===== config.mk =====
export PLATFORM = sky130hd
export DESIGN_NAME = iterative_div_unit
export DESIGN_NICKNAME = d
export VERILOG_FILES = /design/src/rtl/iterative_div_unit_pkg.sv /design/src/rtl/iterative_div_unit_div_step.sv /design/src/rtl/iterative_div_unit.sv
export SDC_FILE = /design/constraint.sdc
export NUM_CORES = 1
export LEC_CHECK = 0
export ABC_AREA = 1
export CAP_MARGIN = 10
export CELL_PAD_IN_SITES_DETAIL_PLACEMENT = 1
export CELL_PAD_IN_SITES_GLOBAL_PLACEMENT = 1
export CORE_MARGIN = 4
export CORE_UTILIZATION = 42
export DETAILED_ROUTE_END_ITERATION = 12
export PLACE_DENSITY = 0.86
export SYNTH_ARGS = -nofsm -noshare
export SYNTH_HDL_FRONTEND = slang
export SYNTH_HIERARCHICAL = 1
export SYNTH_SLANG_ARGS = --single-unit

===== constraint.sdc =====
create_clock -name clk_i -period 4.9 [get_ports clk_i]
set_clock_uncertainty 0.1 [all_clocks]
set_input_delay 0.735 -clock clk_i [delete_from_list [all_inputs] [get_ports clk_i]]
set_output_delay 0.735 -clock clk_i [all_outputs]
set_load 0.02 [all_outputs]

===== src/rtl/iterative_div_unit_pkg.sv =====
// Shared types for the iterative divider: op encoding, functional-unit status and FSM states.
package iterative_div_unit_pkg;

  typedef enum logic [1:0] {
    DIV_  = 2'b00,
    DIVU_ = 2'b01,
    REM_  = 2'b10,
    REMU_ = 2'b11
  } div_ops_e;

  typedef enum logic {
    FREE = 1'b0,
    BUSY = 1'b1
  } fu_state_e;

  typedef enum logic [2:0] {
    IDLE,
    PREP,
    DIVIDE,
    FIXUP,
    DONE
  } div_state_e;

endpackage


===== src/rtl/iterative_div_unit_div_step.sv =====
// One combinational restoring-division step: shift a dividend bit in, subtract the divisor if it fits.
module div_step #(
  parameter int DATA_WIDTH = 32
) (
  input  logic [DATA_WIDTH:0]   rem_in,
  input  logic                  dvd_bit,
  input  logic [DATA_WIDTH-1:0] divisor,
  output logic [DATA_WIDTH:0]   rem_out,
  output logic                  q_bit
);

  logic [DATA_WIDTH+1:0] shifted;
  logic [DATA_WIDTH:0]   diff;

  always_comb begin
    shifted = {rem_in, dvd_bit};
    q_bit   = (shifted >= {2'b00, divisor});
    // When the divisor fits, the true difference is below the divisor, so W+1 bits suffice.
    diff    = shifted[DATA_WIDTH:0] - {1'b0, divisor};
    rem_out = q_bit ? diff : shifted[DATA_WIDTH:0];
  end

endmodule


===== src/rtl/iterative_div_unit.sv =====
// Iterative restoring divider (DIV/DIVU/REM/REMU) retiring BITS_PER_CYCLE quotient bits per cycle.
module iterative_div_unit
  import iterative_div_unit_pkg::*;
#(
  parameter int DATA_WIDTH     = 32,
  parameter int BITS_PER_CYCLE = 1
) (
  input  logic                  clk_i,
  input  logic                  rst_n_i,
  input  logic                  clk_en_i,
  input  logic                  flush_i,
  input  logic                  valid_i,
  output logic                  ready_o,
  input  logic [DATA_WIDTH-1:0] dividend_i,
  input  logic [DATA_WIDTH-1:0] divisor_i,
  input  div_ops_e              ops_i,
  output logic                  valid_o,
  input  logic                  ready_i,
  output logic [DATA_WIDTH-1:0] result_o,
  output logic                  div_by_zero_o,
  output fu_state_e             fu_state_o
);

  localparam int N     = DATA_WIDTH / BITS_PER_CYCLE;
  localparam int CNT_W = (N > 1) ? $clog2(N) : 1;
  localparam logic [DATA_WIDTH-1:0] MIN_VAL = {1'b1, {(DATA_WIDTH-1){1'b0}}};

  div_state_e state_q, state_d;
  logic [DATA_WIDTH-1:0] dvd_q, dvs_q, result_q;
  logic [DATA_WIDTH:0]   rem_q;
  logic [CNT_W-1:0]      cnt_q;
  logic is_signed_q, is_rem_q, neg_q_q, neg_r_q, dbz_q;
  logic div_zero, sgn_ovf, special, in_signed, in_rem, accept;
  logic [DATA_WIDTH-1:0] special_res, fixup_res, dvd_next;
  logic [DATA_WIDTH:0]   rem_next;

  function automatic logic [DATA_WIDTH-1:0] abs_val(input logic signed [DATA_WIDTH-1:0] v);
    return (v < 0) ? $unsigned(-v) : $unsigned(v);
  endfunction

  function automatic logic [DATA_WIDTH-1:0] cond_neg(input logic [DATA_WIDTH-1:0] v,
                                                     input logic en);
    return en ? (~v + 1'b1) : v;
  endfunction

  assign in_signed = (ops_i == DIV_) || (ops_i == REM_);
  assign in_rem    = (ops_i == REM_) || (ops_i == REMU_);
  assign div_zero  = (divisor_i == '0);
  assign sgn_ovf   = in_signed && (dividend_i == MIN_VAL) && (divisor_i == '1);
  assign special   = div_zero || sgn_ovf;
  assign accept    = (state_q == IDLE) && valid_i && !flush_i;

  always_comb begin
    if (div_zero) special_res = in_rem ? dividend_i : '1;
    else          special_res = in_rem ? '0 : MIN_VAL;
  end

  // Restoring-step chain: BITS_PER_CYCLE steps resolved in one clock
  for (genvar k = 0; k < BITS_PER_CYCLE; k++) begin : g_step
    logic [DATA_WIDTH:0]   rem_in, rem_out;
    logic [DATA_WIDTH-1:0] dvd_in, dvd_out;
    logic                  q_bit;
    if (k == 0) begin : g_first
      assign rem_in = rem_q;
      assign dvd_in = dvd_q;
    end else begin : g_next
      assign rem_in = g_step[k-1].rem_out;
      assign dvd_in = g_step[k-1].dvd_out;
    end
    div_step #(.DATA_WIDTH(DATA_WIDTH)) u_step (
      .rem_in  (rem_in),
      .dvd_bit (dvd_in[DATA_WIDTH-1]),
      .divisor (dvs_q),
      .rem_out (rem_out),
      .q_bit   (q_bit)
    );
    assign dvd_out = {dvd_in[DATA_WIDTH-2:0], q_bit};
  end

  assign rem_next = g_step[BITS_PER_CYCLE-1].rem_out;
  assign dvd_next = g_step[BITS_PER_CYCLE-1].dvd_out;
  assign fixup_res = is_rem_q ? cond_neg(rem_q[DATA_WIDTH-1:0], neg_r_q)
                              : cond_neg(dvd_q, neg_q_q);

  always_ff @(posedge clk_i) begin
    if (!rst_n_i)      state_q <= IDLE;
    else if (clk_en_i) state_q <= state_d;
  end

  always_comb begin
    state_d    = state_q;
    ready_o    = 1'b0;
    valid_o    = 1'b0;
    fu_state_o = BUSY;
    case (state_q)
      IDLE: begin
        ready_o    = 1'b1;
        fu_state_o = FREE;
        if (valid_i) state_d = special ? DONE : PREP;
      end
      PREP:   state_d = DIVIDE;
      DIVIDE: if (cnt_q == '0) state_d = FIXUP;
      FIXUP:  state_d = DONE;
      DONE: begin
        valid_o = 1'b1;
        if (ready_i) state_d = IDLE;
      end
      default: state_d = IDLE;
    endcase
    if (flush_i) state_d = IDLE;
  end

  // Operand, remainder and counter registers: no reset, loaded at accept/PREP
  always_ff @(posedge clk_i) begin
    if (clk_en_i) begin
      case (state_q)
        IDLE: if (valid_i) begin
          dvd_q       <= dividend_i;
          dvs_q       <= divisor_i;
          is_signed_q <= in_signed;
          is_rem_q    <= in_rem;
        end
        PREP: begin
          if (is_signed_q) begin
            dvd_q <= abs_val(dvd_q);
            dvs_q <= abs_val(dvs_q);
          end
          neg_q_q <= is_signed_q && (dvd_q[DATA_WIDTH-1] ^ dvs_q[DATA_WIDTH-1]);
          neg_r_q <= is_signed_q && dvd_q[DATA_WIDTH-1];
          rem_q   <= '0;
          cnt_q   <= CNT_W'(N - 1);
        end
        DIVIDE: begin
          rem_q <= rem_next;
          dvd_q <= dvd_next;
          cnt_q <= cnt_q - 1'b1;
        end
        default: ;
      endcase
    end
  end

  // Output register: written on a special-case accept or in FIXUP, held otherwise
  always_ff @(posedge clk_i) begin
    if (!rst_n_i) begin
      result_q <= '0;
      dbz_q    <= 1'b0;
    end else if (clk_en_i && !flush_i) begin
      if (accept) begin
        dbz_q <= div_zero;
        if (special) result_q <= special_res;
      end else if (state_q == FIXUP) begin
        result_q <= fixup_res;
      end
    end
  end

  assign result_o      = result_q;
  assign div_by_zero_o = dbz_q;

endmodule


==> run metrics <==
GRT Overall Usage=0.290; Setup-failing EPs final=0; number of max-cap violations=0; Fin. Hold Viols=0; TritonCTS Sinks=between 100 and 150; GR Util met2=0.478; initial antenna violation count=1; count of cells resized by post-cts repair=0; die height=about 180 µm; final worst setup slack=1.50 ns; area grow syn2layout=14.9%; share of layout cells above drive strength 1=0.0382; I/O pins=between 100 and 150; Slew @ Worst Pin=about 1.1 ns; dpl hpwl=between 30000 and 40000 µm; Crit. End Element=flop; final period utilization=0.694; CTS H-tree depth=4; DRT antenna net count=0; Post-synth EDFFs=between 100 and 150; Crit path arrival time=around 3.7 ns; final RePlAce weighted congestion=0.930; Yosys warnings=6; vias in the first global route=15000; most frequent cells in the layout=nand2_1, inv_1, nor2_1, nand3_1, a21oi_1; First-pass DRT Iterations=5; Post-Synthesis Net Count=approximately 2200; Largest stage delay, worst path=a little over 0.6 ns; Core Area=between 30000 and 40000 µm²; PD cells=239 nW/µm²; M1 GR Usage=0.371; Avg Vias per Cell=5.60; clock buffer depth=2; Top FF cell, synth=edfxtp_1; Synth cell types=50; die width=roughly 180 µm; cells after synthesis=2112; critical path startpoint category=input port; CTS buffer count=17; worst-path cell chain=clkdlybuf4s50_1 -> inv_1 -> nand4_1 -> nor2_1 -> nand2_1 -> nor2_1 -> nand3_1 -> nand2_1 -> nand2_1 -> nor2_1 -> nand2_1 -> a21oi_1; IO Port Bufs=107; ANT cells=0; Layout fillers=4219; Yosys top cell area share=0.244; slew margin rel.=0.235; worst-path fanout max=31; Sw Ratio=0.340; register area share after synthesis=0.299; P_leak=approximately 7.1 nW; R2R setup slack=between 1.5 and 2 ns; Starting Density=0.427; Seq pwr share=0.400; Internal=between 2 and 2.5 mW; drt total wl=between 40000 and 50000 µm; first-pass GRT wire length=~78000 µm; Via Count=approximately 15000; fin nets=2298; final max-slew violation count=0; syn_area_per_cell=a little over 6 µm²; CTS Hold Bufs=0; largest cells by area after synthesis=edfxtp_1, nand2_1, inv_1; pin count of the biggest net entering global routing=66; std cell rows=between 60 and 70; Remaining Overflow, GRT=0; CP most frequent cell=nand2_1; Post-CTS Setup Bufs=0; DRT iter0 DRCs=~1200; die area=34000 µm²; crit path kind=input port to flop; NetSw=around 1.2 mW; Residual DRC=0; root buffer cell=clkbuf_16; Place WS=about 1.2 ns; commonest non-fill, non-tap cell in the layout=nand2_1; crit-path leading delay family=simple AND/OR/NAND/NOR gates; Setup TNS Final=0 ns; Synth area leader=edfxtp_1; Gate power share=0.242; Seq cells post-synth=142; VDD IR max=about 0.20 mV; final hold slack=~0.37 ns; Synth Cell Area=around 13000 µm²; crit path buf inv count=2; minimum clock period=approximately 3.4 ns; met3 usage=0.0559; clock slew at reported path FFs=roughly 0.060 ns; clock share of power=0.359; outcome=completed; Tightest Hold Check Type=flop to flop; post-synthesis async set-or-reset flop share=0; Worst-Skew Late Latency=0.44 ns; RSZ-0062 raised after global routing=no; Peak Freq=~290 MHz; routed len/inst=19.2 µm; TritonCTS clock tree=built; Worst Path Required=5.16 ns; Most Crowded Layer GR=met2; slowest CP cell=nand2_1
Yosys cell counts (2+ instances only):
cell      number
nand2_1      648
inv_1        357
nor2_1       251
nand3_1      164
a21oi_1      131
edfxtp_1     106
o21ai_0       79
nand4_1       63
xor2_1        50
ha_1          37
dfxtp_1       36
o221ai_1      29
clkbuf_1      25
buf_2         21
o21ai_1       13
buf_1         11
nor3_1        10
nor2_2         9
o211ai_1       8
nand2_2        6
and2_1         5
inv_2          5
buf_6          4
nor2_4         4
nor4_1         4
clkinv_1       3
nand3b_1       3
nor3_2         3
or2_2          3
buf_4          2
o21bai_1       2
xnor2_1        2
worst reg2reg max path, stage by stage, from the launching register on:
cell and delay [ns]:
edfxtp_1 0.45, inv_1 0.15, ha_1 0.43, nand2_2 0.11, nor2_2 0.18, nand2_1 0.19, nor2_4 0.19, nand4_4 0.25
buf_4 0.32, nand3_4 0.38, nand2_1 0.15, nand2_1 0.09, inv_1 0.04, nor2_1 0.09
cells by family (layout without fill, tap and decap cells):
family | Yosys count | in the layout | synth area share
AOI/OAI and AO/OA | 272 | 272 | 0.118
xor gates and xnor gates | 52 | 52 | 0.0349
adders and majority gates | 38 | 38 | 0.0370
buffers and inverters | 428 | 517 | 0.128
DFF | 142 | 142 | 0.299
and+or+nand+nor | 1180 | 1180 | 0.383
sequential cells by signal (all words and copies together), names as in the netlist:
signal and count:
is_signed_q 1, neg_q_q 1, result_o 32, g_step.rem_in 33, cnt_q 5, dvs_q 32
neg_r_q 1, div_by_zero_o 1, is_rem_q 1, dvd_q 32, state_q 3
layout make-up:
class | instances | area [µm²] | share of cell area
repair buffers | 120 | 1170 | 0.0779
inverters | 365 | 1370 | 0.0913
clock inverters | 11 | 80.1 | 0.00534
multi-input cells | 1542 | 7500 | 0.500
clock buffers | 21 | 482 | 0.0321
flip-flops and latches | 142 | 3900 | 0.260
well taps | 396 | 495 | 0.0330
metal layers:
layer  vias up  wire length [µm]
met5         -                11
met4         2              2170
met3       139              3230
met2       485             23400
met1      6978             21000
li1       6938                 -
power groups by stage:
stage | combinational (mW) | clock (mW) | sequential (mW)
floorplan | 0.537 | 0 | 1.45
global placement | 0.822 | 0 | 1.45
detailed placement | 0.850 | 0 | 1.46
CTS | 0.861 | 1.28 | 1.43
global route | 0.963 | 1.34 | 1.44
finish | 0.868 | 1.29 | 1.43
worst paths after layout:
| check | startpoint | endpoint | cells after the start |
|---|---|---|---|
| worst max-delay path | dividend_i[20] | result_o[31]$_SDFFE_PN0P_ | 12 |
| worst min-delay path | result_o[14]$_SDFFE_PN0P_ | result_o[14]$_SDFFE_PN0P_ | 2 |
| worst max register to register | dvs_q[26]$_DFFE_PP_ | g_step[0].rem_in[15]$_SDFFCE_PP0P_ | 13 |
| worst min register to register | result_o[14]$_SDFFE_PN0P_ | result_o[14]$_SDFFE_PN0P_ | 2 |
per-stage QoR:
stage               instance area [µm²]  power [mW]  cells  utilization
finish                            15000        3.59   2597        0.490
global route                      15000        3.74   2597        0.490
detailed placement                14400        2.31   2565        0.472
global placement                  14400        2.28   2565        0.472
CTS                               15000        3.58   2597        0.490
floorplan                         13100        1.99   2112            -
Note: power is estimated with default switching activity, not from simulation.
